===== src/rtl/text_console_writer_pkg.sv =====
// text_console_writer_pkg: shared 80x30 text-screen geometry, control codes, FSM states and cell addressing.
package text_console_writer_pkg;
    localparam int COLS = 80;
    localparam int ROWS = 30;
    localparam int AW   = 20;
    localparam logic [7:0] BLANK = 8'h20;
    localparam logic [7:0] LF    = 8'h0A;
    localparam logic [7:0] CR    = 8'h0D;
    localparam logic [7:0] BS    = 8'h08;
    localparam logic [7:0] FF    = 8'h0C;
    localparam logic [2:0] S_IDLE     = 3'd0;
    localparam logic [2:0] S_PUT      = 3'd1;
    localparam logic [2:0] S_SCROLL   = 3'd2;
    localparam logic [2:0] S_CLR_LINE = 3'd3;
    localparam logic [2:0] S_CLR_ALL  = 3'd4;
    typedef enum logic {MV_COPY, MV_FILL} mv_mode_e;
    function automatic logic [AW-1:0] cell_addr(input logic [4:0] row, input logic [6:0] col);
        return AW'(row) * AW'(COLS) + AW'(col);
    endfunction
endpackage


===== src/rtl/text_console_writer_if.sv =====
// text_console_writer_if: byte-stream input, VRAM ports and cursor/busy status of the console writer.
interface text_console_writer_if;
    logic [7:0] char_in;
    logic char_valid;
    logic char_ready;
    logic vram_we;
    logic [text_console_writer_pkg::AW-1:0] vram_waddr;
    logic [text_console_writer_pkg::AW-1:0] vram_raddr;
    logic [7:0] vram_wdata;
    logic [7:0] vram_rdata;
    logic [4:0] cursor_row;
    logic [6:0] cursor_col;
    logic busy;
    modport master (
        output char_in, char_valid, vram_rdata,
        input  char_ready, vram_we, vram_waddr, vram_raddr, vram_wdata, cursor_row, cursor_col, busy
    );
    modport slave (
        input  char_in, char_valid, vram_rdata,
        output char_ready, vram_we, vram_waddr, vram_raddr, vram_wdata, cursor_row, cursor_col, busy
    );
endinterface


===== src/rtl/vram_block_mover.sv =====
// vram_block_mover: one-cell-per-cycle VRAM copy (read ahead by one cycle) or constant fill engine.
module vram_block_mover
    import text_console_writer_pkg::*;
(
    input  logic clk,
    input  logic clrn,
    input  logic start_i,
    input  mv_mode_e mode_i,
    input  logic [AW-1:0] src_i,
    input  logic [AW-1:0] dst_i,
    input  logic [11:0] len_i,
    input  logic [7:0] fill_i,
    input  logic [7:0] rdata_i,
    output logic we_o,
    output logic [AW-1:0] waddr_o,
    output logic [AW-1:0] raddr_o,
    output logic [7:0] wdata_o,
    output logic done_o
);
    logic copy_q, rd_q, we_q;
    logic [11:0] cnt_q;
    logic [AW-1:0] waddr_q, raddr_q;
    logic [7:0] wdata_q;
    always_ff @(posedge clk or negedge clrn) begin
        if (!clrn) begin
            copy_q  <= 1'b0;
            rd_q    <= 1'b0;
            we_q    <= 1'b0;
            cnt_q   <= '0;
            waddr_q <= '0;
            raddr_q <= '0;
            wdata_q <= '0;
        end else if (start_i) begin
            copy_q  <= mode_i == MV_COPY;
            rd_q    <= mode_i == MV_COPY;
            we_q    <= mode_i == MV_FILL;
            cnt_q   <= len_i - 12'd1;
            waddr_q <= dst_i;
            raddr_q <= src_i;
            wdata_q <= fill_i;
        end else if (copy_q) begin
            we_q    <= rd_q;
            waddr_q <= waddr_q + AW'(we_q);
            if (rd_q) begin
                rd_q    <= cnt_q != 12'd0;
                cnt_q   <= cnt_q - 12'(cnt_q != 12'd0);
                raddr_q <= raddr_q + AW'(cnt_q != 12'd0);
            end
        end else if (we_q) begin
            we_q    <= cnt_q != 12'd0;
            cnt_q   <= cnt_q - 12'(cnt_q != 12'd0);
            waddr_q <= waddr_q + AW'(cnt_q != 12'd0);
        end
    end
    // Copy writes forward the RAM's registered read data so each cell lands one cycle after its read.
    assign wdata_o = copy_q ? rdata_i : wdata_q;
    assign we_o    = we_q;
    assign waddr_o = waddr_q;
    assign raddr_o = raddr_q;
    assign done_o  = we_q & (copy_q ? !rd_q : cnt_q == 12'd0);
endmodule


===== src/rtl/text_console_writer.sv =====
// text_console_writer: byte-stream handshake, cursor tracking and control-code FSM driving the VRAM mover.
module text_console_writer
    import text_console_writer_pkg::*;
(
    input logic clk,
    input logic clrn,
    text_console_writer_if.slave bus
);
    logic [2:0] state_q, state_d;
    logic [4:0] row_q, row_d;
    logic [6:0] col_q, col_d;
    logic pend_q, pend_d, ready_q, busy_q;
    logic accept, bottom, last_col, go_scroll;
    logic mv_start, mv_done;
    mv_mode_e mv_mode;
    logic [AW-1:0] mv_src, mv_dst;
    logic [11:0] mv_len;
    logic [7:0] mv_fill;
    assign accept   = ready_q & bus.char_valid;
    assign bottom   = row_q == 5'(ROWS - 1);
    assign last_col = col_q == 7'(COLS - 1);
    always_comb begin
        state_d   = state_q;
        row_d     = row_q;
        col_d     = col_q;
        pend_d    = pend_q;
        go_scroll = 1'b0;
        mv_start  = 1'b0;
        mv_mode   = MV_FILL;
        mv_src    = '0;
        mv_dst    = cell_addr(row_q, col_q);
        mv_len    = 12'd1;
        mv_fill   = bus.char_in;
        case (state_q)
            S_IDLE: if (accept) begin
                if (bus.char_in >= 8'h20) begin
                    mv_start = 1'b1;
                    state_d  = S_PUT;
                    col_d    = last_col ? 7'd0 : col_q + 7'd1;
                    row_d    = (last_col && !bottom) ? row_q + 5'd1 : row_q;
                    pend_d   = last_col && bottom;
                end else if (bus.char_in == LF) begin
                    col_d     = 7'd0;
                    row_d     = bottom ? row_q : row_q + 5'd1;
                    go_scroll = bottom;
                end else if (bus.char_in == CR) begin
                    col_d = 7'd0;
                end else if (bus.char_in == BS && col_q != 7'd0) begin
                    col_d    = col_q - 7'd1;
                    mv_start = 1'b1;
                    mv_dst   = cell_addr(row_q, col_q - 7'd1);
                    mv_fill  = BLANK;
                    state_d  = S_PUT;
                end else if (bus.char_in == FF) begin
                    row_d    = 5'd0;
                    col_d    = 7'd0;
                    mv_start = 1'b1;
                    mv_dst   = '0;
                    mv_len   = 12'(ROWS * COLS);
                    mv_fill  = BLANK;
                    state_d  = S_CLR_ALL;
                end
            end
            // A bottom-row wrap finishes its character write before the scroll starts.
            S_PUT: if (mv_done) begin
                pend_d    = 1'b0;
                go_scroll = pend_q;
                state_d   = S_IDLE;
            end
            S_SCROLL: if (mv_done) begin
                mv_start = 1'b1;
                mv_dst   = AW'((ROWS - 1) * COLS);
                mv_len   = 12'(COLS);
                mv_fill  = BLANK;
                state_d  = S_CLR_LINE;
            end
            default: if (mv_done) state_d = S_IDLE;
        endcase
        if (go_scroll) begin
            mv_start = 1'b1;
            mv_mode  = MV_COPY;
            mv_src   = AW'(COLS);
            mv_dst   = '0;
            mv_len   = 12'((ROWS - 1) * COLS);
            state_d  = S_SCROLL;
        end
    end
    always_ff @(posedge clk or negedge clrn) begin
        if (!clrn) begin
            state_q <= S_IDLE;
            row_q   <= '0;
            col_q   <= '0;
            pend_q  <= 1'b0;
            ready_q <= 1'b0;
            busy_q  <= 1'b0;
        end else begin
            state_q <= state_d;
            row_q   <= row_d;
            col_q   <= col_d;
            pend_q  <= pend_d;
            ready_q <= state_d == S_IDLE;
            busy_q  <= state_d == S_SCROLL || state_d == S_CLR_LINE || state_d == S_CLR_ALL;
        end
    end
    vram_block_mover u_mover (
        .clk(clk),
        .clrn(clrn),
        .start_i(mv_start),
        .mode_i(mv_mode),
        .src_i(mv_src),
        .dst_i(mv_dst),
        .len_i(mv_len),
        .fill_i(mv_fill),
        .rdata_i(bus.vram_rdata),
        .we_o(bus.vram_we),
        .waddr_o(bus.vram_waddr),
        .raddr_o(bus.vram_raddr),
        .wdata_o(bus.vram_wdata),
        .done_o(mv_done)
    );
    assign bus.char_ready = ready_q;
    assign bus.busy       = busy_q;
    assign bus.cursor_row = row_q;
    assign bus.cursor_col = col_q;
endmodule


===== src/flat_wrapper.sv =====
// flat-port wrapper written by rule: the top's interface ports become plain ports
module text_console_writer_flat import text_console_writer_pkg::*;
  (clk, clrn, bus_char_in, bus_char_valid, bus_vram_rdata, bus_char_ready, bus_vram_we, bus_vram_waddr, bus_vram_raddr, bus_vram_wdata, bus_cursor_row, bus_cursor_col, bus_busy);
  text_console_writer_if bus_i ();
  input logic clk;
  input logic clrn;
  input wire logic [$bits(bus_i.char_in)-1:0] bus_char_in;
  input wire logic [$bits(bus_i.char_valid)-1:0] bus_char_valid;
  input wire logic [$bits(bus_i.vram_rdata)-1:0] bus_vram_rdata;
  output wire logic [$bits(bus_i.char_ready)-1:0] bus_char_ready;
  output wire logic [$bits(bus_i.vram_we)-1:0] bus_vram_we;
  output wire logic [$bits(bus_i.vram_waddr)-1:0] bus_vram_waddr;
  output wire logic [$bits(bus_i.vram_raddr)-1:0] bus_vram_raddr;
  output wire logic [$bits(bus_i.vram_wdata)-1:0] bus_vram_wdata;
  output wire logic [$bits(bus_i.cursor_row)-1:0] bus_cursor_row;
  output wire logic [$bits(bus_i.cursor_col)-1:0] bus_cursor_col;
  output wire logic [$bits(bus_i.busy)-1:0] bus_busy;
  assign bus_i.char_in = bus_char_in;
  assign bus_i.char_valid = bus_char_valid;
  assign bus_i.vram_rdata = bus_vram_rdata;
  assign bus_char_ready = bus_i.char_ready;
  assign bus_vram_we = bus_i.vram_we;
  assign bus_vram_waddr = bus_i.vram_waddr;
  assign bus_vram_raddr = bus_i.vram_raddr;
  assign bus_vram_wdata = bus_i.vram_wdata;
  assign bus_cursor_row = bus_i.cursor_row;
  assign bus_cursor_col = bus_i.cursor_col;
  assign bus_busy = bus_i.busy;
  text_console_writer u_core (.clk(clk), .clrn(clrn), .bus(bus_i));
endmodule

===== config.mk =====
export PLATFORM = sky130hd
export DESIGN_NAME = text_console_writer_flat
export DESIGN_NICKNAME = d
export VERILOG_FILES = /design/src/rtl/text_console_writer_pkg.sv /design/src/rtl/text_console_writer_if.sv /design/src/rtl/vram_block_mover.sv /design/src/rtl/text_console_writer.sv /design/src/flat_wrapper.sv
export SDC_FILE = /design/constraint.sdc
export NUM_CORES = 1
export LEC_CHECK = 0
export CAP_MARGIN = 20
export CORE_MARGIN = 10
export CORE_UTILIZATION = 30
export CTS_CLUSTER_DIAMETER = 100
export DETAILED_ROUTE_END_ITERATION = 8
export HOLD_SLACK_MARGIN = 0.08
export SLEW_MARGIN = 20
export SYNTH_ARGS = -nofsm -noshare
export SYNTH_HDL_FRONTEND = slang
export SYNTH_SLANG_ARGS = --single-unit

===== constraint.sdc =====
create_clock -name clk -period 5.1 [get_ports clk]
set_clock_uncertainty 0.15 [all_clocks]
set_input_delay 0.765 -clock clk [delete_from_list [all_inputs] [get_ports clk]]
set_output_delay 0.765 -clock clk [all_outputs]
set_load 0.02 [all_outputs]

## After elaboration in Yosys (flattened, before gate mapping)

Cells that the tools add are included.

- Word-level logic and storage cells: 156
- Bits of input ports: 19
- Register bits: 81
- Output and inout bits: 63

- Order comparisons: 1
- Multiplexer cells: 87
- Bitwise logic cells: 2
- Multiply operators: 1
- Equal/unequal tests: 19
- Add/sub/neg operators: 10
- Reductions and logical operators: 23

Operators by type and width:

| kind | number |
|---|---|
| $mux 20 | 14 |
| $mux 12 | 11 |
| $mux 8 | 8 |
| $add 20x1->20 | 3 |
| $mux 7 | 8 |
| $pmux 20 s2 | 1 |
| $mux 5 | 7 |
| $eq 8x4->1 const B | 4 |
| $mux 3 | 9 |
| $add 12x7->13 | 2 |
| $pmux 12 s2 | 1 |
| $mux 1 | 23 |
| $pmux 8 s2 | 1 |
| $logic_not 12->1 | 1 |
| $reduce_bool 12->1 | 1 |
| $sub 12x1->12 | 1 |
| $sub 12x1->12 const B | 1 |
| $eq 3x2->1 const B | 3 |
| $ne 3x1->1 const B | 3 |
| $ge 8x6->1 const B | 1 |
| $mul 5x3->8 const B | 1 |
| $add 7x1->7 const B | 1 |
| $eq 7x7->1 const B | 1 |
| $reduce_and 7->1 | 1 |
| other kinds (22) | 36 |

## Longest topological paths before layout

Gate-level depths: netlist of run 1.

- Depth after elaboration: 12
- Mapped depth: 13

## Modules after synthesis

Synthesis of run 1 repeated with hierarchy kept, for this count alone.

- Cell total of the unflattened synthesis: 678
- Area total of the unflattened synthesis: 5829.3 um^2

By module, submodules not included:

| module | cells each | sequential area each (um^2) | instances | area each (um^2) |
|---|---|---|---|---|
| vram_block_mover | 404 | 1576.5 | 1 | 3678.5 |
| text_console_writer | 274 | 450.4 | 1 | 2150.8 |

## Least setup slack after synthesis of run 1

OpenSTA, ideal clock, no wires.

- Path type: input-to-reg
- From: input port bus_char_in[4]
- To: register u_core.u_mover.cnt_q[5]
- Data arrival time: 2.700 ns
- Stages: 10
- Slack: 2.129 ns
- Cells stage by stage: nor4b_1 > nand2_1 > or4_4 > buf_6 > o21ai_2 > nor2_1 > ha_1 > xnor2_1 > nand2_1 > o21ai_1

- Word-level cells in the longest chain between the ends: 11

RTL lines:

| item | line | RTL |
|---|---|---|
| start: declaration | flat_wrapper.sv:7 | `input wire logic [$bits(bus_i.char_in)-1:0] bus_char_in;` |
| $eq 8x4->1 (on tied branches) | text_console_writer.sv:54, text_console_writer.sv:48 |  |
| $mux 12, or another cell as far along | text_console_writer.sv:54 | `end else if (bus.char_in == FF) begin` |
| $mux 12 or $mux 1 (tied branches) | text_console_writer.sv:48 | `end else if (bus.char_in == BS && col_q != 7'd0) begin` |
| $mux 12 or $mux 1 (tied branches) | text_console_writer.sv:46 | `end else if (bus.char_in == CR) begin` |
| $mux 12 or $mux 1 (tied branches) | text_console_writer.sv:42 | `end else if (bus.char_in == LF) begin` |
| $mux 12 or $mux 1 (tied branches) | text_console_writer.sv:36 | `if (bus.char_in >= 8'h20) begin` |
| $mux 12 or $mux 1 (tied branches) | text_console_writer.sv:35 | `S_IDLE: if (accept) begin` |
| $pmux 12 s2 or $pmux 1 s2 (tied branches) | text_console_writer.sv:34 | `case (state_q)` |
| $mux 12 or $mux 1 (tied branches) | text_console_writer.sv:79 | `if (go_scroll) begin` |
| $sub 12x1->12, or another cell as far along | vram_block_mover.sv:37 | `cnt_q <= len_i - 12'd1;` |
| $mux 12 or $reduce_and 2->1 (tied branches) | n/a |  |
| end signal: assignment | vram_block_mover.sv:37 |  |
| end signal: assignment | vram_block_mover.sv:46 | `cnt_q <= cnt_q - 12'(cnt_q != 12'd0);` |
| end signal: assignment | vram_block_mover.sv:51 | `cnt_q <= cnt_q - 12'(cnt_q != 12'd0);` |
| end: declaration | vram_block_mover.sv:21 | `logic [11:0] cnt_q;` |

Parallel ways exist; a longest one is shown, timed or not.
A chain may end at the register's enable or synchronous reset.

## Worst setup path after layout of run 1

- From: input port bus_char_in[2]
- To: register u_core.u_mover.wdata_q[0]

- Word-level cells in the longest chain between the ends: 9

RTL lines:

| item | line | RTL |
|---|---|---|
| $eq 8x4->1 (on tied branches) | text_console_writer.sv:54, text_console_writer.sv:48 |  |
| $mux 1 or $logic_and 1x1->1 (tied branches) | text_console_writer.sv:54, text_console_writer.sv:48 |  |
| $mux 1 | text_console_writer.sv:48 |  |
| $mux 1 | text_console_writer.sv:46 |  |
| $mux 1 | text_console_writer.sv:42 |  |
| $mux 1 | text_console_writer.sv:36 |  |
| $mux 1 | text_console_writer.sv:35 |  |
| $pmux 1 s2 | text_console_writer.sv:34 |  |
| $mux 1 | text_console_writer.sv:79 |  |
| end signal: assignment | vram_block_mover.sv:40 | `wdata_q <= fill_i;` |
| end: declaration | vram_block_mover.sv:23 | `logic [7:0] wdata_q;` |

Parallel ways exist; a longest one is shown, timed or not.

==> impl_metrics.yaml, run 1 <==
run_status:
  outcome: "finished, final reports clean"
timing:
  grt_setup_unrepaired: "no"
  maxSlewViolCount: 0
  fmaxAchievable_ghz: 0.2775
  period_minus_slack_ps: 3604
  hold_viol: 0
  setup_violations: 0
  slew_headroom_pct: 41.50
  final_min_period_over_clock_period_pct: 70.67
  fin_tns_setup_ps: 0
  worstMarginPinSlew_ps: 870.7
cells_and_area:
  area_growth_pct: 24.17
  diodes: 0
  final_util_pct: 38.03
  nFillCells: 1781
  final_nets: 715
  drive_gt1_share_pct: 6.083
place:
  finalWeightedCongestion: 0.9160
  hpwl_um: 11490
  portBuffers: 81
yosys:
  syn_area_per_cell_um2: 8.920
  synth-seq-cells: 81
  syn-num-nets: 642
  yosysTopAreaCell: "dfrtp_1"
  ys_types: 70
  yosys_warnings: 0
  synthCells: 596
  async_reset_ff_share_pct: 100.0
  synth_edf_count: 0
  ys_seq_area_share_pct: 38.13
  synthFlopType: "dfrtp_1"
  synth_area_mm2: 0.005316
  netlist_top_cells_area: "dfrtp_1, ha_1, xor2_1"
  synth_top_area_share_pct: 38.13
detailed_routing:
  vias: 4698
  first_pass_iters: 5
  viasPerCell: 5.226
  route.detailed.drc: 0
  ant_nets: 0
  wl_per_cell_um: 16.93
  drt_iter0_markers: 414
  totalWireLength_um: 15220
pwr:
  vdd_drop_max_mv: 0.1458
  power_density_mw_per_mm2: 208.4
  power.total_mw: 1.376
  leakagePower_nw: 2.747
clock_tree:
  path_clk_slew_ps: 60
  clock_insertion_delay_worst_skew_ps: 350
  clockBufferDepth: 2
  cts.sinks: 81
  cts_root_buf: "clkbuf_16"
  cts-hold-fix-buffers: 0
  cts_resized: 0
  cts_tree: "built"
  htree_levels: 3
  numCtsBuffers: 9
  cts_setup_buffers: 0
critical_path:
  r2r_end: "u_core.u_mover.wdata_q[0]"
  r2r_start: "u_core.bus.cursor_col[0]"
  r2r_cells: 9
  endpoint_kind: "flip-flop"
  arrival_ps: 3710
  crit_required_ps: 5210
  path_max_fanout: 52
  path_class: "input pin to flip-flop"
  rrSetupSlack_ps: 1640
  crit_path_start_kind: "input pin"
floorplan:
  fp.dieH_um: 153.1
  initial_core_util_pct: 30.63
  ios: 82
  rows: 48
  dieArea_mm2: 0.02345
  core-area_mm2: 0.01736
  fp.dieW_um: 153.1
global_route:
  antenna_found_initial: 0
  grt_first_pass_wirelength_um: 25110
  grt.overflow.total: 0
  grt_max_degree: 53
  grtUsageTotal_pct: 12.93
  grt_pass1_vias: 4525
job:
  drv_cap: 0
min_path:
  hold_path.class: "input pin to asynchronous set/reset pin"
==> cell usage in the layout, fill, tap and decap left out, types with 3 or more instances in the layout <==
master           instances
nand2b_1                 3
ha_1                    24
o21ai_2                  3
nor4b_1                  4
buf_4                    8
fa_1                     3
o22ai_1                  7
xnor2_1                 18
nand2_1                 54
o211ai_1                 3
inv_1                   23
and3_1                   8
nor2b_1                  5
and2_1                   5
nand3_1                 26
a31oi_1                  9
and4_1                   7
dfrtp_1                 81
a211oi_1                 5
a221oi_1                 3
o21a_1                   6
o32ai_1                  3
nor3b_1                  5
o21ai_0                 36
clkbuf_16                9
nor3_1                  13
nor2_1                  66
o31ai_1                  3
clkdlybuf4s50_1         80
xor2_1                  31
a21oi_1                 25
a22oi_1                  3
nand4_1                 17
mux2_2                   4
a21o_1                  11
o22a_1                   7
or3_1                    9
nor4_1                   3
==> through the flow <==
step | instances | setup WS (ps) | hold slack, ps | area (um2)
4_1_cts | 899 | 1524 | 236.3 | 6601
3_5_place_dp | 883 | 1156 | 378.9 | 6297
2_1_floorplan | 596 | 2129 | 319.4 | 5316
3_3_place_gp | 883 | 1198 | 371.4 | 6297
5_1_grt | 899 | 1365 | 247.7 | 6601
6_report | 899 | 1496 | 217.2 | 6601
==> power by group <==
part / internal [mW] / leakage [nW] / total, mW / switching, mW
clock network: 0.394 / 0.149 / 0.678 / 0.284
logic: 0.0233 / 1.56 / 0.0540 / 0.0307
registers: 0.643 / 1.04 / 0.644 / 0.000437
total: 1.06 / 2.75 / 1.38 / 0.315
==> per-layer routing <==
metal | routed length (um) | track usage, % | share of wire [%] | vias to the layer above
met5 | 0 | 0 | 0 | -
met4 | 140 | 2.452 | 0.92 | 0
met3 | 992 | 4.068 | 6.5 | 14
met2 | 7053 | 20.47 | 46 | 138
met1 | 7033 | 16.96 | 46 | 2230
li1 | - | - | - | 2316
==> layout make-up <==
type	count	area [um2]	share of cell area [%]
Tap cell	225	281.5	4.265
Inverter	23	86.33	1.308
Clock buffer	10	239.0	3.620
Multi-Input combinational cell	466	3042	46.08
Clock inverter	6	65.06	0.9856
Sequential cell	81	2027	30.71
Timing Repair Buffer	88	860.8	13.04
==> cells by family (layout without fill, tap and decap cells) <==
| group | after synthesis | in the layout | synth area share (%) |
|---|---|---|---|
| AND/OR/NAND/NOR | 238 | 238 | 22.92 |
| AO/OA/AOI/OAI | 147 | 147 | 18.40 |
| buffers and inverters | 49 | 127 | 4.660 |
| flip-flops | 81 | 81 | 38.13 |
| adder cells (fa/ha/maj) | 27 | 27 | 6.778 |
| multiplexers | 5 | 5 | 1.035 |
| XOR/XNOR | 49 | 49 | 8.072 |
==> flip-flops by register name, indices dropped and copies added (netlist names) <==
| register | flops |
|---|---|
| u_core.bus.busy | 1 |
| u_core.bus.char_ready | 1 |
| u_core.bus.cursor_col | 7 |
| u_core.bus.cursor_row | 5 |
| u_core.pend_q | 1 |
| u_core.state_q | 3 |
| u_core.u_mover.cnt_q | 12 |
| u_core.u_mover.copy_q | 1 |
| u_core.u_mover.raddr_o | 20 |
| u_core.u_mover.rd_q | 1 |
| u_core.u_mover.waddr_o | 20 |
| u_core.u_mover.wdata_q | 8 |
| u_core.u_mover.we_o | 1 |
==> worst max path at each step <==
stage | start | to | slack (ps) | depth (start not counted)
after floorplan | bus_char_in[4] | u_core.u_mover.cnt_q[5] | 2130 | 10
after global placement | bus_char_in[2] | u_core.u_mover.wdata_q[1] | 1200 | 8
after detailed placement | bus_char_in[2] | u_core.u_mover.wdata_q[0] | 1160 | 8
after CTS | bus_char_in[2] | u_core.u_mover.wdata_q[7] | 1520 | 8
after global routing | bus_char_in[2] | u_core.u_mover.wdata_q[6] | 1360 | 8
final | bus_char_in[2] | u_core.u_mover.wdata_q[0] | 1500 | 8
==> synth_stat cells, drive strengths merged, types with 3 or more instances <==
master  instances
ha             24
o22a            7
nor2b           5
a211oi          5
nor2           66
nor3b           5
dfrtp          81
buf             9
fa              3
o211ai          3
nor4            4
xor2           31
a21oi          26
xnor2          18
nor3           13
nand3          28
nand2b          3
nor4b           4
a31oi           9
nand4          17
clkbuf         17
o22ai           7
mux2            4
a221oi          3
o21ai          41
o21a            6
or3            10
and2            5
o31ai           3
a22oi           3
nand2          54
and3            8
o32ai           3
a21o           11
and4            7
inv            23
==> critical path, stage by stage <==
cell and delay, ps:
clkdlybuf4s50_1 510, nor4b_1 680, nand2_1 180, or4_4 570
nand3_4 430, buf_4 330, nand3_1 90, o21ai_0 120
No activity file was read; power rests on OpenSTA's default activity.
==> inputs of run 2 (changes only) <==
Clock period 5.1 ns to 3.3 ns, I/O delays scaled along.
==> run 2 against run 1 <==
Worst hold slack gained 160 ps. First-iteration DRC count fell by 31%. Combinational power up 64%. Worst setup slack lost 1200 ps. Via count up 2.2%. Total power increased by 54%. Clock power increased by 52%. Non-clock buffer count is 29 higher. Sequential power rose by 55%. Sequential share of layout area shrank 0.96 points. Final cell count increased by 3.2%.
==> impl_metrics.yaml, run 2 (synthesis results as in run 1) <==
critical_path:
  crit_required_ps: 3370
  endpoint_kind: "flip-flop"
  arrival_ps: 3030
  path_class: "flip-flop to flip-flop"
  cp-startpoint: "u_core.u_mover.cnt_q[6]"
  r2r_start: "u_core.u_mover.cnt_q[6]"
  crit_path_start_kind: "flip-flop"
  path_max_fanout: 8
cells_and_area:
  final_util_pct: 39.27
  fin_area_mm2: 0.006815
  final_cells: 928
  diodes: 0
  layout_commonest_cell: "dfrtp_1"
  final_cell_mix: "dfrtp_1, clkdlybuf4s50_1, nor2_1"
  final_nets: 744
  drive_gt1_share_pct: 9.531
  area_growth_pct: 28.19
  nFillCells: 1760
global_route:
  antenna_found_initial: 0
  grt_max_degree: 48
  grt.overflow.total: 0
  grtUsageTotal_pct: 13.10
  grt_first_pass_wirelength_um: 25370
  grt_pass1_vias: 4700
pwr:
  leakagePower_nw: 2.884
  vdd_drop_max_mv: 0.2830
  power_density_mw_per_mm2: 310.7
  power.total_mw: 2.118
clock_tree:
  clock_insertion_delay_worst_skew_ps: 350
  numCtsBuffers: 9
  clockBufferDepth: 2
  htree_levels: 3
  cts.sinks: 81
  cts_root_buf: "clkbuf_16"
  path_clk_slew_ps: 60
  cts_tree: "built"
timing:
  fin_tns_setup_ps: 0
  final_min_period_over_clock_period_pct: 89.82
  hold_viol: 0
  setup_violations: 0
  maxSlewViolCount: 0
  slew_headroom_pct: 45.51
  worstMarginPinSlew_ps: 815.6
  grt_setup_unrepaired: "no"
  fmaxAchievable_ghz: 0.3374
  period_minus_slack_ps: 2964
detailed_routing:
  vias: 4801
  dr_wl_met2_um: 7143
  wl_met3_um: 906
  viasPerCell: 5.173
  wl_per_cell_um: 16.74
  totalWireLength_um: 15530
  top_layer: "met4"
  wl_met1_um: 7214
  drt_iter0_markers: 287
  route.detailed.drc: 0
  ant_nets: 0
  first_pass_iters: 5
floorplan:
  fp.dieH_um: 153.1
  core-area_mm2: 0.01736
  dieArea_mm2: 0.02345
  ios: 82
  rows: 48
  fp.dieW_um: 153.1
  initial_core_util_pct: 30.63
place:
  finalWeightedCongestion: 0.9472
  placed_cells: 911
  hpwl_um: 11970
  place_area_mm2: 0.006507
  portBuffers: 81
job:
  drv_cap: 0
min_path:
  min_from: "u_core.u_mover.wdata_q[3]"
  hold_path.class: "flip-flop to flip-flop"
run_status:
  outcome: "finished, final reports clean"
[run 2: cell types whose count changed in the layout (fill, tap and decap cells not counted), sizes merged]
cell and delta:
dlygate4sd3 +1, buf +28, clkinv -2, clkbuf +2
[run 2: final timing paths]
path / slack, ps / cells past startpoint / endpoint
hold reg to reg: 380 / 2 / u_core.u_mover.wdata_q[3]
setup reg to reg: 340 / 11 / u_core.u_mover.waddr_o[10]
max in group asynchronous: 1740 / 3 / u_core.u_mover.raddr_o[14]
setup / recovery: 340 / 11 / u_core.u_mover.waddr_o[10]
min in group asynchronous: 550 / 2 / u_core.u_mover.raddr_o[15]
hold / removal: 380 / 2 / u_core.u_mover.wdata_q[3]
[run 2: routing by layer]
metal | GRT usage [%] | up-vias
li1 | - | 2374
met2 | 20.82 | 121
met3 | 4.181 | 20
met5 | 0 | -
met4 | 3.633 | 0
met1 | 16.64 | 2286
[run 2: through the flow]
stage          hold slack, ps  setup slack, ps
2_1_floorplan           49.41            364.3
3_3_place_gp            367.8            237.6
3_5_place_dp            373.6            195.6
4_1_cts                 389.9            339.5
5_1_grt                 418.8            159.7
6_report                381.5            335.9
[run 2: area by class of cell]
class / count / area, um2 / area share, %
repair buffers: 117 / 1081 / 15.86
inverters: 23 / 86.33 / 1.267
clock buffers: 12 / 246.5 / 3.617
clock inverters: 4 / 51.30 / 0.7527
flip-flops and latches: 81 / 2027 / 29.74
multi-input cells: 466 / 3042 / 44.63
well taps: 225 / 281.5 / 4.131
[run 2: timing repair]
item	4_1_cts	5_1_grt
endpoints found under the hold margin	45	0
resized for setup	0	0
buffers inserted	0	0
hold buffers	1	0
[run 2: worst max-delay path: stages (launching register included)]
cell      delay (ps)
dfrtp_1          410
nor4_2           360
nand4_1          180
mux2_2           300
ha_1             200
ha_1             190
and2_1           200
nor2b_1          170
nand2b_1         260
nor2_1            90
xnor2_1          190
o32ai_1          120
[run 2: report_power, final]
| part | total (mW) | switching, mW | internal [mW] | leakage [nW] |
|---|---|---|---|---|
| Clock | 1.03 | 0.425 | 0.609 | 0.143 |
| Sequential | 0.995 | 0.000699 | 0.995 | 1.04 |
| Combinational | 0.0883 | 0.0490 | 0.0393 | 1.70 |
==> inputs of run 3 (changes only) <==
Settings changed: MAX_ROUTING_LAYER set to met4.
==> run 3 against run 2 <==
Register-to-register slack hardly changed. Highest routed layer unchanged. Critical path type unchanged. Sequential share of layout area stayed put. Critical endpoint unchanged. Worst hold slack hardly changed. Largest cell class unchanged.
==> impl_metrics.yaml, run 3 (synthesis results as in run 1) <==
cells_and_area:
  final_cells: 928
  drive_gt1_share_pct: 9.531
  final_nets: 744
  final_cell_mix: "dfrtp_1, clkdlybuf4s50_1, nor2_1"
  area_growth_pct: 28.19
  diodes: 0
  nFillCells: 1760
  layout_commonest_cell: "dfrtp_1"
clock_tree:
  numCtsBuffers: 9
  cts_resized: 0
  path_clk_slew_ps: 60
  cts_root_buf: "clkbuf_16"
  cts_setup_buffers: 0
  cts_tree: "built"
  cts.sinks: 81
  htree_levels: 3
  clockBufferDepth: 2
  clock_insertion_delay_worst_skew_ps: 350
global_route:
  grt_first_pass_wirelength_um: 25360
  antenna_found_initial: 0
  grtUsageTotal_pct: 13.46
  grt.overflow.total: 0
  grt_pass1_vias: 4702
  grt_max_degree: 48
min_path:
  min_from: "u_core.u_mover.wdata_q[3]"
  hold_path.class: "flip-flop to flip-flop"
  hold-path-cell-count: 2
  hold-path-endpoint: "u_core.u_mover.wdata_q[3]"
critical_path:
  r2r_end: "u_core.u_mover.waddr_o[10]"
  r2r_start: "u_core.u_mover.cnt_q[6]"
  slowest_delay_ps: 410
  arrival_ps: 3030
  crit_path_start_kind: "flip-flop"
  r2r_cells: 11
  rrSetupSlack_ps: 340
  crit_required_ps: 3370
  path_max_fanout: 8
  cp_cell_sequence: "nor4_2 -> nand4_1 -> mux2_2 -> ha_1 -> ha_1 -> and2_1 -> nor2b_1 -> nand2b_1 -> nor2_1 -> xnor2_1 -> o32ai_1"
  path_class: "flip-flop to flip-flop"
  crit_buf_inv: 0
  endpoint_kind: "flip-flop"
  slowest_stage: "dfrtp_1"
  critPathTopFamily: "simple AND/OR/NAND/NOR gates"
  crit_top_cell: "ha_1"
  cp.depth: 11
place:
  finalWeightedCongestion: 0.9643
  portBuffers: 81
  placed_cells: 911
  pre_cts_slack_ps: 195.6
  hpwl_um: 11970
floorplan:
  dieArea_mm2: 0.02345
  initial_core_util_pct: 30.63
  fp.dieH_um: 153.1
  fp.dieW_um: 153.1
  core-area_mm2: 0.01736
  ios: 82
  rows: 48
timing:
  hold_viol: 0
  grt_setup_unrepaired: "no"
  maxSlewViolCount: 0
  slew_headroom_pct: 45.09
  fin_ws_ps: 341.2
  setup_violations: 0
  fmaxAchievable_ghz: 0.3380
  period_minus_slack_ps: 2959
  whs_ps: 381.5
  fin_tns_setup_ps: 0
  final_min_period_over_clock_period_pct: 89.66
  worstMarginPinSlew_ps: 822.0
detailed_routing:
  totalWireLength_um: 15540
  vias: 4830
  drt_iter0_markers: 248
  route.detailed.drc: 0
  viasPerCell: 5.205
  first_pass_iters: 5
  wl_per_cell_um: 16.75
  ant_nets: 0
pwr:
  vdd_drop_max_mv: 0.2841
  leakagePower_nw: 2.884
  power_density_mw_per_mm2: 310.9
run_status:
  outcome: "finished, final reports clean"
job:
  drv_cap: 0
[run 3: cell counts in the layout (fill, tap and decap cells not counted)]
Identical to the previous run, type by type.
[run 3: layer usage]
metal  share of wire [%]  routed length [um]  GRT usage [%]  vias up
li1                    -                   -              -     2369
met5                   0                   0              -        -
met3                 5.5                 853          3.704       24
met4                 1.7                 259          3.633        0
met2                  46                7178          20.80      115
met1                  47                7249          16.94     2322
[run 3: final cells by class]
type | count | area (um2) | share of cell area [%]
clock buffer | 12 | 246.5 | 3.617
inverter | 23 | 86.33 | 1.267
tap | 225 | 281.5 | 4.131
multi-input combinational | 466 | 3042 | 44.63
sequential | 81 | 2027 | 29.74
clock inverter | 4 | 51.30 | 0.7527
timing repair buffer | 117 | 1081 | 15.86
[run 3: worst max-delay path by stage]
stage                             startpoint                         end  slack [ps]
floorplan           u_core.bus.cursor_col[0]   u_core.u_mover.waddr_o[8]         360
global placement              bus_char_in[3]     u_core.u_mover.cnt_q[6]         240
detailed placement            bus_char_in[2]   u_core.u_mover.wdata_q[6]         200
CTS                  u_core.u_mover.cnt_q[6]  u_core.u_mover.waddr_o[10]         340
global route         u_core.u_mover.cnt_q[9]   u_core.u_mover.waddr_o[8]         160
finish               u_core.u_mover.cnt_q[6]  u_core.u_mover.waddr_o[10]         340
[run 3: per-stage QoR]
| stage | total power [mW] | util, % | area, um2 |
|---|---|---|---|
| floorplan | 1.038 | - | 5316 |
| global placement | 1.103 | 37.49 | 6507 |
| detailed placement | 1.104 | 37.49 | 6507 |
| CTS | 2.145 | 39.27 | 6815 |
| global route | 2.192 | 39.27 | 6815 |
| finish | 2.119 | 39.27 | 6815 |
[run 3: timing repair]
| action | CTS | global route |
|---|---|---|
| hold buffers | 1 | 0 |
| setup endpoints to repair | 0 | 0 |
| endpoints found under the hold margin | 45 | 0 |
[run 3: worst reg2reg max path: stages, from the launching register on]
cell and delay [ps]:
dfrtp_1 410, nor4_2 360, nand4_1 190, mux2_2 300, ha_1 200, ha_1 190, and2_1 200, nor2b_1 170
nand2b_1 260, nor2_1 100, xnor2_1 190, o32ai_1 110
[run 3: power by group]
part	total (mW)	switching, mW	internal, mW
registers	0.995	0.000699	0.995
logic	0.0883	0.0490	0.0393
clock network	1.04	0.426	0.609
==> edit 1 (config.mk and constraints of run 3) <==
The package constant `AW` goes from 20 to 30.
--- a/src/rtl/text_console_writer_pkg.sv
+++ b/src/rtl/text_console_writer_pkg.sv
@@ -3,5 +3,5 @@
     localparam int COLS = 80;
     localparam int ROWS = 30;
-    localparam int AW   = 20;
+    localparam int AW   = 30;
     localparam logic [7:0] BLANK = 8'h20;
     localparam logic [7:0] LF    = 8'h0A;
Interface: changed (resized bus_vram_raddr and bus_vram_waddr); port bits go from 82 to 102. No check against the original RTL was run, so the function may have changed too.
==> edit 1 against run 3 <==
  * Total power is 16% higher
  * Wire length is 29% higher
  * Worst setup slack worse by 0.083 ns
  * Synthesized cell count is 24% higher
  * Clock power is 6% higher
  * First-iteration DRC count is 94% higher
  * Global-route usage is 1.0 points higher
  * Cell area is 24% higher
  * Die area is 20% higher
  * Area after synthesis is 23% higher
  * Core utilization is 0.17 points lower
  * Sequential cell count is 20 higher
  * Largest cell class unchanged
==> edit 1: results (changes against run 3) <==
Global route
  – M3 GR Usage: 3.10% (-0.61 points)
  – Pin count of the biggest net entering global routing: 52 (+8.3%)
  – Tot GR Track Use: 14.5% (+1.0 points)
  – Number of global-route vias before repair: 6,003 (+28%)

Layout
  – Layout cells sized above 1: 10.4% (+0.84 points)
  – Nets: 909 (+22%)
  – Seq/total area: 29.9% (+0.16 points)
  – Fill cells: 2,176 (+24%)
  – Count of non-CTS buffers in the layout: 144 (+23%)
  – Clock buffers: 9 (-3)
  – Fraction of area in multi-input gates: 45.1% (+0.49 points)
  – Clock network area share: 3.69% (-0.68 points)

Power
  – Total Power: 2.45 mW (+16%)
  – Comb pwr: 106 uW (+20%)
  – Clock group: 1.10 mW (+6%)
  – Power per standard cell area: 290 mW/mm^2 (-6.7%)

Drt
  – DR vias: 6,096 (+26%)
  – Met2 wire length: 8.94 mm (+25%)
  – WL met1: 9.85 mm (+36%)

CTS
  – CTS clk-pin slew, worst paths: 0.08 ns (+0.02 ns)

Placement
  – Port Buf Inserts: 101 (+25%)
  – Final RePlAce weighted congestion: 0.927 (-3.8%)
  – Worst Setup Slack post-DPL: 0.0329 ns (-0.163 ns)
  – Post-DP Area: 0.00810 sq mm (+25%)
  – HPWL Detailed: 15.5 mm (+29%)

Yosys
  – Multiplexer area fraction after synthesis: 2.18% (+1.1 points)
  – Top cells by area, synth: dfrtp_1, ha_1, xnor2_1, nor2_1, nand2_1
  – Distinct cells, synth: 74 (+5.7%)
  – Post-synth top cells: dfrtp_1, nor2_1, nand2_1
  – Synth Area in XOR/XNOR: 6.42% (-1.7 points)
  – Compound-Gate Fraction of Synth Area: 20.1% (+1.7 points)
  – Synthesized flop and latch total: 101 (+25%)

Run status
  – Status: completed

Timing
  – Slew at the pin with the worst max-slew slack: 0.907 ns (+0.0846 ns)

Critical path
  – Critical-path top delay cell: or3b_4
==> edit 1: cell types whose count changed in the layout (fill, tap and decap cells not counted), moves of 8 or more <==
cell	before	now
a22o_1	0	9
o21ai_0	36	45
xor2_1	31	15
dfrtp_1	81	101
clkdlybuf4s50_1	80	100
nor2_1	66	74
nand2_1	54	64
nor3_1	13	24
xnor2_1	18	33
a21oi_1	25	38
==> edit 1: final timing paths <==
kind                                                start  slack, ns                    endpoint
max in group asynchronous                            clrn       1.71    u_core.bus.cursor_col[0]
worst min-delay path            u_core.u_mover.wdata_q[3]       0.37   u_core.u_mover.wdata_q[3]
worst min register to register  u_core.u_mover.wdata_q[3]       0.37   u_core.u_mover.wdata_q[3]
worst max register to register    u_core.u_mover.cnt_q[4]       0.26  u_core.u_mover.waddr_o[20]
worst max-delay path              u_core.u_mover.cnt_q[4]       0.26  u_core.u_mover.waddr_o[20]
min in group asynchronous                            clrn       0.56  u_core.u_mover.raddr_o[17]
